$ cat src/rtl/ba_lshift_pipe.sv
// ba_lshift_pipe -- pipelined logical left shifter with valid/ready flow control.
//
// One pipeline stage per bit of ctrl, most significant bit first: stage k
// shifts its word left by 2**(STAGES-1-k) when the matching ctrl bit is set,
// zero-filling from the LSB. The ctrl bits still to be applied travel with
// the word in per-stage registers. Each stage loads when it is empty or when
// its contents move on in the same cycle, so the pipeline sustains one word
// per cycle and stalls losslessly under back-pressure.
//
// Ports:
//   clk        rising-edge clock for all state
//   rst_n      asynchronous, active-low reset; clears every stage
//   in_valid   upstream word and shift amount present
//   in_ready   block accepts the word this cycle
//   in         data word to shift (WIDTH bits)
//   ctrl       left-shift amount, unsigned (log2(WIDTH) bits)
//   out_valid  shifted word present on out
//   out_ready  downstream consumes out this cycle
//   out        in << ctrl, truncated to WIDTH bits
//   busy       any pipeline stage holds a valid word

module ba_lshift_pipe #(
    parameter int WIDTH = 8
) (
    input  logic                     clk,
    input  logic                     rst_n,
    input  logic                     in_valid,
    output logic                     in_ready,
    input  logic [WIDTH-1:0]         in,
    input  logic [$clog2(WIDTH)-1:0] ctrl,
    output logic                     out_valid,
    input  logic                     out_ready,
    output logic [WIDTH-1:0]         out,
    output logic                     busy
);

    localparam int STAGES = $clog2(WIDTH);

    logic             vld    [STAGES];
    logic             rdy    [STAGES];
    logic [WIDTH-1:0] data_q [STAGES];
    // Carried ctrl bits; the final stage needs none.
    logic [STAGES-1:0] ctrl_q [STAGES-1];

    // Stage k may load unless it and every stage after it are full while
    // the output is stalled. Written as a flat scan rather than a chained
    // recurrence so the ready path has no self-referencing vector.
    always_comb begin
        busy = 1'b0;
        for (int unsigned k = 0; k < STAGES; k++) begin
            rdy[k] = out_ready;
            for (int unsigned j = k; j < STAGES; j++) begin
                if (!vld[j]) begin
                    rdy[k] = 1'b1;
                end
            end
            busy = busy | vld[k];
        end
    end

    assign in_ready  = rdy[0];
    assign out_valid = vld[STAGES-1];
    assign out       = data_q[STAGES-1];

    for (genvar k = 0; k < STAGES; k++) begin : g_stage
        localparam int SH = 1 << (STAGES - 1 - k);

        logic             sv;
        logic             sel;
        logic [WIDTH-1:0] sd;

        if (k == 0) begin : g_src
            assign sv  = in_valid;
            assign sel = ctrl[STAGES-1];
            assign sd  = in;
        end else begin : g_src
            assign sv  = vld[k-1];
            assign sel = ctrl_q[k-1][STAGES-1-k];
            assign sd  = data_q[k-1];
        end

        // Data only moves when the source holds a valid word, so an empty
        // stage keeps its old contents instead of toggling.
        always_ff @(posedge clk or negedge rst_n) begin
            if (!rst_n) begin
                vld[k]    <= 1'b0;
                data_q[k] <= '0;
            end else if (rdy[k]) begin
                vld[k] <= sv;
                if (sv) begin
                    data_q[k] <= sel ? (sd << SH) : sd;
                end
            end
        end

        if (k < STAGES - 1) begin : g_carry
            // Keep only the ctrl bits later stages still have to apply.
            localparam logic [STAGES-1:0] KEEP = STAGES'((1 << (STAGES - 1 - k)) - 1);

            logic [STAGES-1:0] sc;

            if (k == 0) begin : g_csrc
                assign sc = ctrl;
            end else begin : g_csrc
                assign sc = ctrl_q[k-1];
            end

            always_ff @(posedge clk or negedge rst_n) begin
                if (!rst_n) begin
                    ctrl_q[k] <= '0;
                end else if (rdy[k] && sv) begin
                    ctrl_q[k] <= sc & KEEP;
                end
            end
        end
    end

endmodule

$ cat config.mk
export PLATFORM = sky130hd
export DESIGN_NAME = ba_lshift_pipe
export DESIGN_NICKNAME = d
export VERILOG_FILES = /design/src/rtl/ba_lshift_pipe.sv
export SDC_FILE = /design/constraint.sdc
export NUM_CORES = 1
export LEC_CHECK = 0
export CAP_MARGIN = 10
export CORE_MARGIN = 5
export CORE_UTILIZATION = 40
export DETAILED_ROUTE_END_ITERATION = 8
export GPL_ROUTABILITY_DRIVEN = 0
export PLACE_DENSITY = 0.74
export REMOVE_ABC_BUFFERS = 1
export SKIP_CTS_REPAIR_TIMING = 1
export SYNTH_ARGS = -nofsm -noshare
export SYNTH_HDL_FRONTEND = slang
export SYNTH_SLANG_ARGS = --single-unit
$ cat constraint.sdc
create_clock -name clk -period 1.3 [get_ports clk]
set_input_delay 0.13 -clock clk [delete_from_list [all_inputs] [get_ports clk]]
set_output_delay 0.13 -clock clk [all_outputs]
set_load 0.05 [all_outputs]
Word level (Yosys, flattened, before mapping)
Index checks and enable logic that the tools add are counted.
{"block": "totals", "reg_bits": 30, "latch_bits": 0, "mem_bits_rw": 0, "rom_bits": 0, "inputBits": 15, "output_inout_bits": 11, "memories": 0}
{"block": "classes", "n_addsub": 0, "mul": 0, "div": 0, "order_cmp": 0, "n_eq_ne": 0, "n_shift": 0, "mux": 9, "n_bitwise": 2, "n_reduce_logical": 5}
{"operator": "$mux 8", "n": 3}
{"operator": "$mux 1", "n": 6}
{"operator": "$reduce_and 2->1", "n": 3}
{"operator": "$logic_and 1x1->1", "n": 2}
{"operator": "$or 1x1->1", "n": 2}

Longest topological paths before layout
{"block": "depth", "ltp_word": 4, "mapped_depth": 5, "depth_no_buf": 3}

Worst setup path after synthesis
No wires, ideal clock.
{"block": "synth_timing", "path_type": "register to register", "from": "register vld (netlist bit out_valid)", "to": "register ctrl_q[0] (netlist name)", "t_arrival_ns": 1.512, "required_time_ns": 1.175, "setup_slack_ns": -0.336, "stages_incl_launch_ff": 5, "path_cell_list": "dfrtp_1 nand2b_1 buf_6 o21ai_4 mux2_2"}
{"block": "synth_via", "elab_chain_cells": 2}
{"element": "from (decl)", "line_no": "39", "text": "logic vld [STAGES];"}
{"element": "from (signal, indexed assignment)", "line_no": "89", "text": "vld[k] <= sv;"}
{"element": "$mux 1", "line_no": "53", "text": "if (!vld[j]) begin"}
{"element": "$logic_and 1x1->1", "line_no": "111", "text": "end else if (rdy[k] && sv) begin"}
{"element": "to (signal, indexed assignment)", "line_no": "112", "text": "ctrl_q[k] <= sc & KEEP;"}
{"element": "to (decl)", "line_no": "43", "text": "logic [STAGES-1:0] ctrl_q [STAGES-1];"}
Every way passes these cells.
A chain may end at the register's enable or synchronous reset.

Worst setup path after layout
{"block": "layout_timing", "from": "register vld (netlist bit out_valid)", "to": "output port busy"}
{"block": "layout_via", "elab_chain_cells": 1}
{"element": "$or 1x1->1", "line_no": "57", "text": "busy = busy | vld[k];"}
{"element": "to (decl)", "line_no": "34", "text": "output logic busy"}
Every way passes these cells.

==> impl_summary.log <==
[metrics] DIE AREA: between 0.004 and 0.005 mm²
[metrics] worst-case hold slack: approximately 200 ps
[metrics] die extent in x: 68.8 µm
[metrics] Hold Violations, Final: 0
[metrics] Buffers on Ports: 25
[metrics] crit path launch type: flip-flop
[metrics] remaining design rule violation count: 0
[metrics] ranking of synthesized cells by instance count: sky130_fd_sc_hd__dfrtp_1, sky130_fd_sc_hd__mux2_2, sky130_fd_sc_hd__a21oi_1
[metrics] final slew viol count: 0
[metrics] M1 GR Usage: 14.1%
[metrics] die extent in y: 68.8 µm
[metrics] CTS Root Cell: sky130_fd_sc_hd__clkbuf_4
[metrics] area leader, netlist: sky130_fd_sc_hd__dfrtp_1
[metrics] endpoint type of the worst setup path: output port
[metrics] post-route worst setup slack: -199 ps
[metrics] result of the run: complete, but fails checks
[metrics] worst hold path type: primary input to asynchronous set/reset pin
[metrics] Setup Skew: 7.36 ps
[metrics] endpoints failing setup: 12
[metrics] average footprint of a synthesized cell: 12.6 µm²
[metrics] Crit Path Class: flip-flop to output port
[metrics] standard-cell row count: 21
[metrics] ratio of final minimum period to clock period: 115%
[metrics] Peak supply drop: 0.543 mV
[metrics] antenna violations before repair: 0
[metrics] Place WS: -266 ps
[metrics] number of sinks on the clock net: 30
[metrics] boundary pin count: 26
[metrics] sequential area share after synthesis: about 54%
[metrics] share of cell area taken by muxes after synthesis: 25.8%
[metrics] placed wire-length estimate after detailed placement: 1.86 mm
[metrics] number of global-route vias before repair: between 900 and 1k
[metrics] Mapped Cells: between 100 and 150
[metrics] Vias per Instance: between 4 and 5
[metrics] largest net degree at the start of global routing: 31
[metrics] global-route wire length before repair: approximately 4.2 mm
[metrics] failing checks: setup timing
[metrics] number of enable-type register cells in the synthesized netlist: 0
[metrics] maximum number of buffers from clock root to sink: 2
[metrics] fraction of registers with async set/reset: 100%
[metrics] flip-flop and latch count after synthesis: 30
[metrics] core area: 0.00334 mm²
[metrics] most used flip-flop cell after synthesis: sky130_fd_sc_hd__dfrtp_1
[metrics] Netlist cell types: 19
[metrics] final WL: 2.65 mm
[metrics] Highest Clock Rate: about 670 MHz
[metrics] synth-to-layout area growth: 38.9%
[metrics] unrepaired setup endpoints after global routing: yes
[metrics] most frequent CP cell: sky130_fd_sc_hd__buf_6
[metrics] number of max-cap violations: 0
[metrics] proportion of netlist area held by the largest area contributor: approximately 54%
[metrics] highest-delay cell along the critical path: sky130_fd_sc_hd__dfrtp_1
[metrics] crit-path leading delay family: flip-flops
[metrics] remaining global-route overflow: 0
[metrics] latest clock arrival within the worst-skew pair: 320 ps
[metrics] total vias in the final route: between 900 and 1k
[metrics] number of levels the H-tree was split into: 2
[metrics] Rel. slew slack: 73.2%
[metrics] combinational family with the most area after synthesis: multiplexers
[metrics] parity-gate share of the synthesized area counting xor and xnor cells: 0%
[metrics] crit path buf inv count: 2
[metrics] DR WL/cell: 13.8 µm
[metrics] maximum cell stage delay along the critical path: approximately 410 ps
[metrics] global-route usage over all layers: 12.2%
[metrics] clock edge transition at the registers on the reported setup and hold paths: 90 ps
[metrics] Detail Route Antenna Nets: 0
[metrics] maximum net fanout on the critical path: 3
[metrics] diode insertion count for antenna repair: 0
[metrics] final net count: 161
[metrics] TritonRoute pass-1 iters: 4
[metrics] met3 capacity usage during global routing: 3.89%
[metrics] leading cell type by number of instances after synthesis: sky130_fd_sc_hd__dfrtp_1
[metrics] total clock buffers created by CTS: 5
[metrics] leakage power figure: 0.850 nW
[metrics] PwrDens: 1640 mW/mm²
[metrics] top cells by area, synth: sky130_fd_sc_hd__dfrtp_1, sky130_fd_sc_hd__mux2_2, sky130_fd_sc_hd__mux2i_1, sky130_fd_sc_hd__a21oi_1, sky130_fd_sc_hd__nor2b_1
[metrics] most congested layer reported by global routing: met2
[metrics] initial core utilization: roughly 42%
[metrics] transition time at the pin with the least slew margin: 402 ps
[metrics] compound-gate portion of the synthesized area: 10.0%
[metrics] data required time of the worst path: about 1200 ps
[metrics] fraction of final layout cells with drive strength greater than 1: 37.2%
[metrics] Period minus WS final: roughly 1500 ps
[metrics] arrival time at the worst endpoint: roughly 1400 ps
[metrics] cell-by-cell listing of the critical path: buf_6, or3_1, buf_6
[metrics] simple-gate share of the synthesized area: ~6.2%
[metrics] met2 track demand over resource: 19.5%
[metrics] CTS tree: done
[metrics] YS warnings: 0
[metrics] initial detailed-routing violation count: 57
[metrics] combined area of all synthesized cells: 0.00139 mm²
[metrics] post-synthesis adder-cell area fraction: 0%
## path summary, 6_finish.rpt
path	from	to	slack [ps]	depth (start not counted)
max in group asynchronous	rst_n	out[0]$_DFFE_PN0P_	820	2
min in group clk	ctrl[0]	g_stage[1].g_carry.sc[0]$_DFFE_PN0P_	420	2
max	out_valid$_DFFE_PN0P_	busy	-200	3
min	rst_n	out[7]$_DFFE_PN0P_	200	2
max reg2reg	out_valid$_DFFE_PN0P_	out[0]$_DFFE_PN0P_	-110	3
min reg2reg	g_stage[2].sd[7]$_DFFE_PN0P_	g_stage[2].sd[7]$_DFFE_PN0P_	510	1
## flip-flops by register name (all words and copies together), names as in the netlist
name                flops
g_stage.sv              2
g_stage.g_carry.sc      2
g_stage.sd             16
out                     8
out_valid               1
ctrl_q                  1
## logic make-up after synthesis
family | Yosys count
AOI/OAI and AO/OA | 24
muxes | 33
buffers and inverters | 9
and+or+nand+nor | 14
DFF | 30
## worst register-to-register path: stages (launching register included)
cell                       delay [ps]
sky130_fd_sc_hd__dfrtp_1          410
sky130_fd_sc_hd__nand2b_1         240
sky130_fd_sc_hd__and2_2           290
sky130_fd_sc_hd__mux2_2           350
## cell usage in the layout, fill, tap and decap left out
cell	synthesis	routed
sky130_fd_sc_hd__mux2_4	0	3
sky130_fd_sc_hd__or3_1	1	1
sky130_fd_sc_hd__and2_2	1	1
sky130_fd_sc_hd__nand2b_1	2	2
sky130_fd_sc_hd__dfrtp_1	30	30
sky130_fd_sc_hd__buf_6	1	3
sky130_fd_sc_hd__clkbuf_8	0	1
sky130_fd_sc_hd__inv_1	1	1
sky130_fd_sc_hd__nor2b_1	7	7
sky130_fd_sc_hd__clkbuf_4	0	5
sky130_fd_sc_hd__buf_4	1	9
sky130_fd_sc_hd__mux2_2	22	19
sky130_fd_sc_hd__mux2i_1	11	11
sky130_fd_sc_hd__o21ai_4	1	1
sky130_fd_sc_hd__clkdlybuf4s50_1	0	14
sky130_fd_sc_hd__a21oi_1	18	18
sky130_fd_sc_hd__nand4b_1	1	1
sky130_fd_sc_hd__o21bai_1	1	1
sky130_fd_sc_hd__buf_12	0	10
sky130_fd_sc_hd__nand2_8	0	1
sky130_fd_sc_hd__o21ai_2	0	1
sky130_fd_sc_hd__a31oi_1	4	4
sky130_fd_sc_hd__nand2_1	2	1
## metrics by stage
step	instances	area (µm²)	total power [mW]	TNS, ps	util, %
global placement	181	1800	2.58	-3500	54.0
detailed placement	181	1800	2.61	-3840	54.0
global route	191	1920	3.32	-1330	57.7
finish	191	1920	3.16	-782	57.7
floorplan	102	1340	1.99	-15600	-
CTS	187	1850	3.15	-369	55.6
## metal layers
layer | routed length [µm] | share of wire, %
met1 | 1090 | 41
met2 | 1330 | 50
met3 | 169 | 6.4
met4 | 57 | 2.2
met5 | 0 | 0
## power by group
part           total [mW]  internal [mW]  switching, mW
sequential           1.36           1.15          0.212
combinational        1.27          0.683          0.589
clock               0.532          0.243          0.289
## layout make-up
cell class,instances,area (µm²)
well taps,46,57.6
repair buffers,36,442
inverters,1,3.75
flip-flops and latches,30,751
clock buffers,6,51.3
fillers,289,1410
multi-input cells,72,619
No activity file was read; power rests on OpenSTA's default activity.
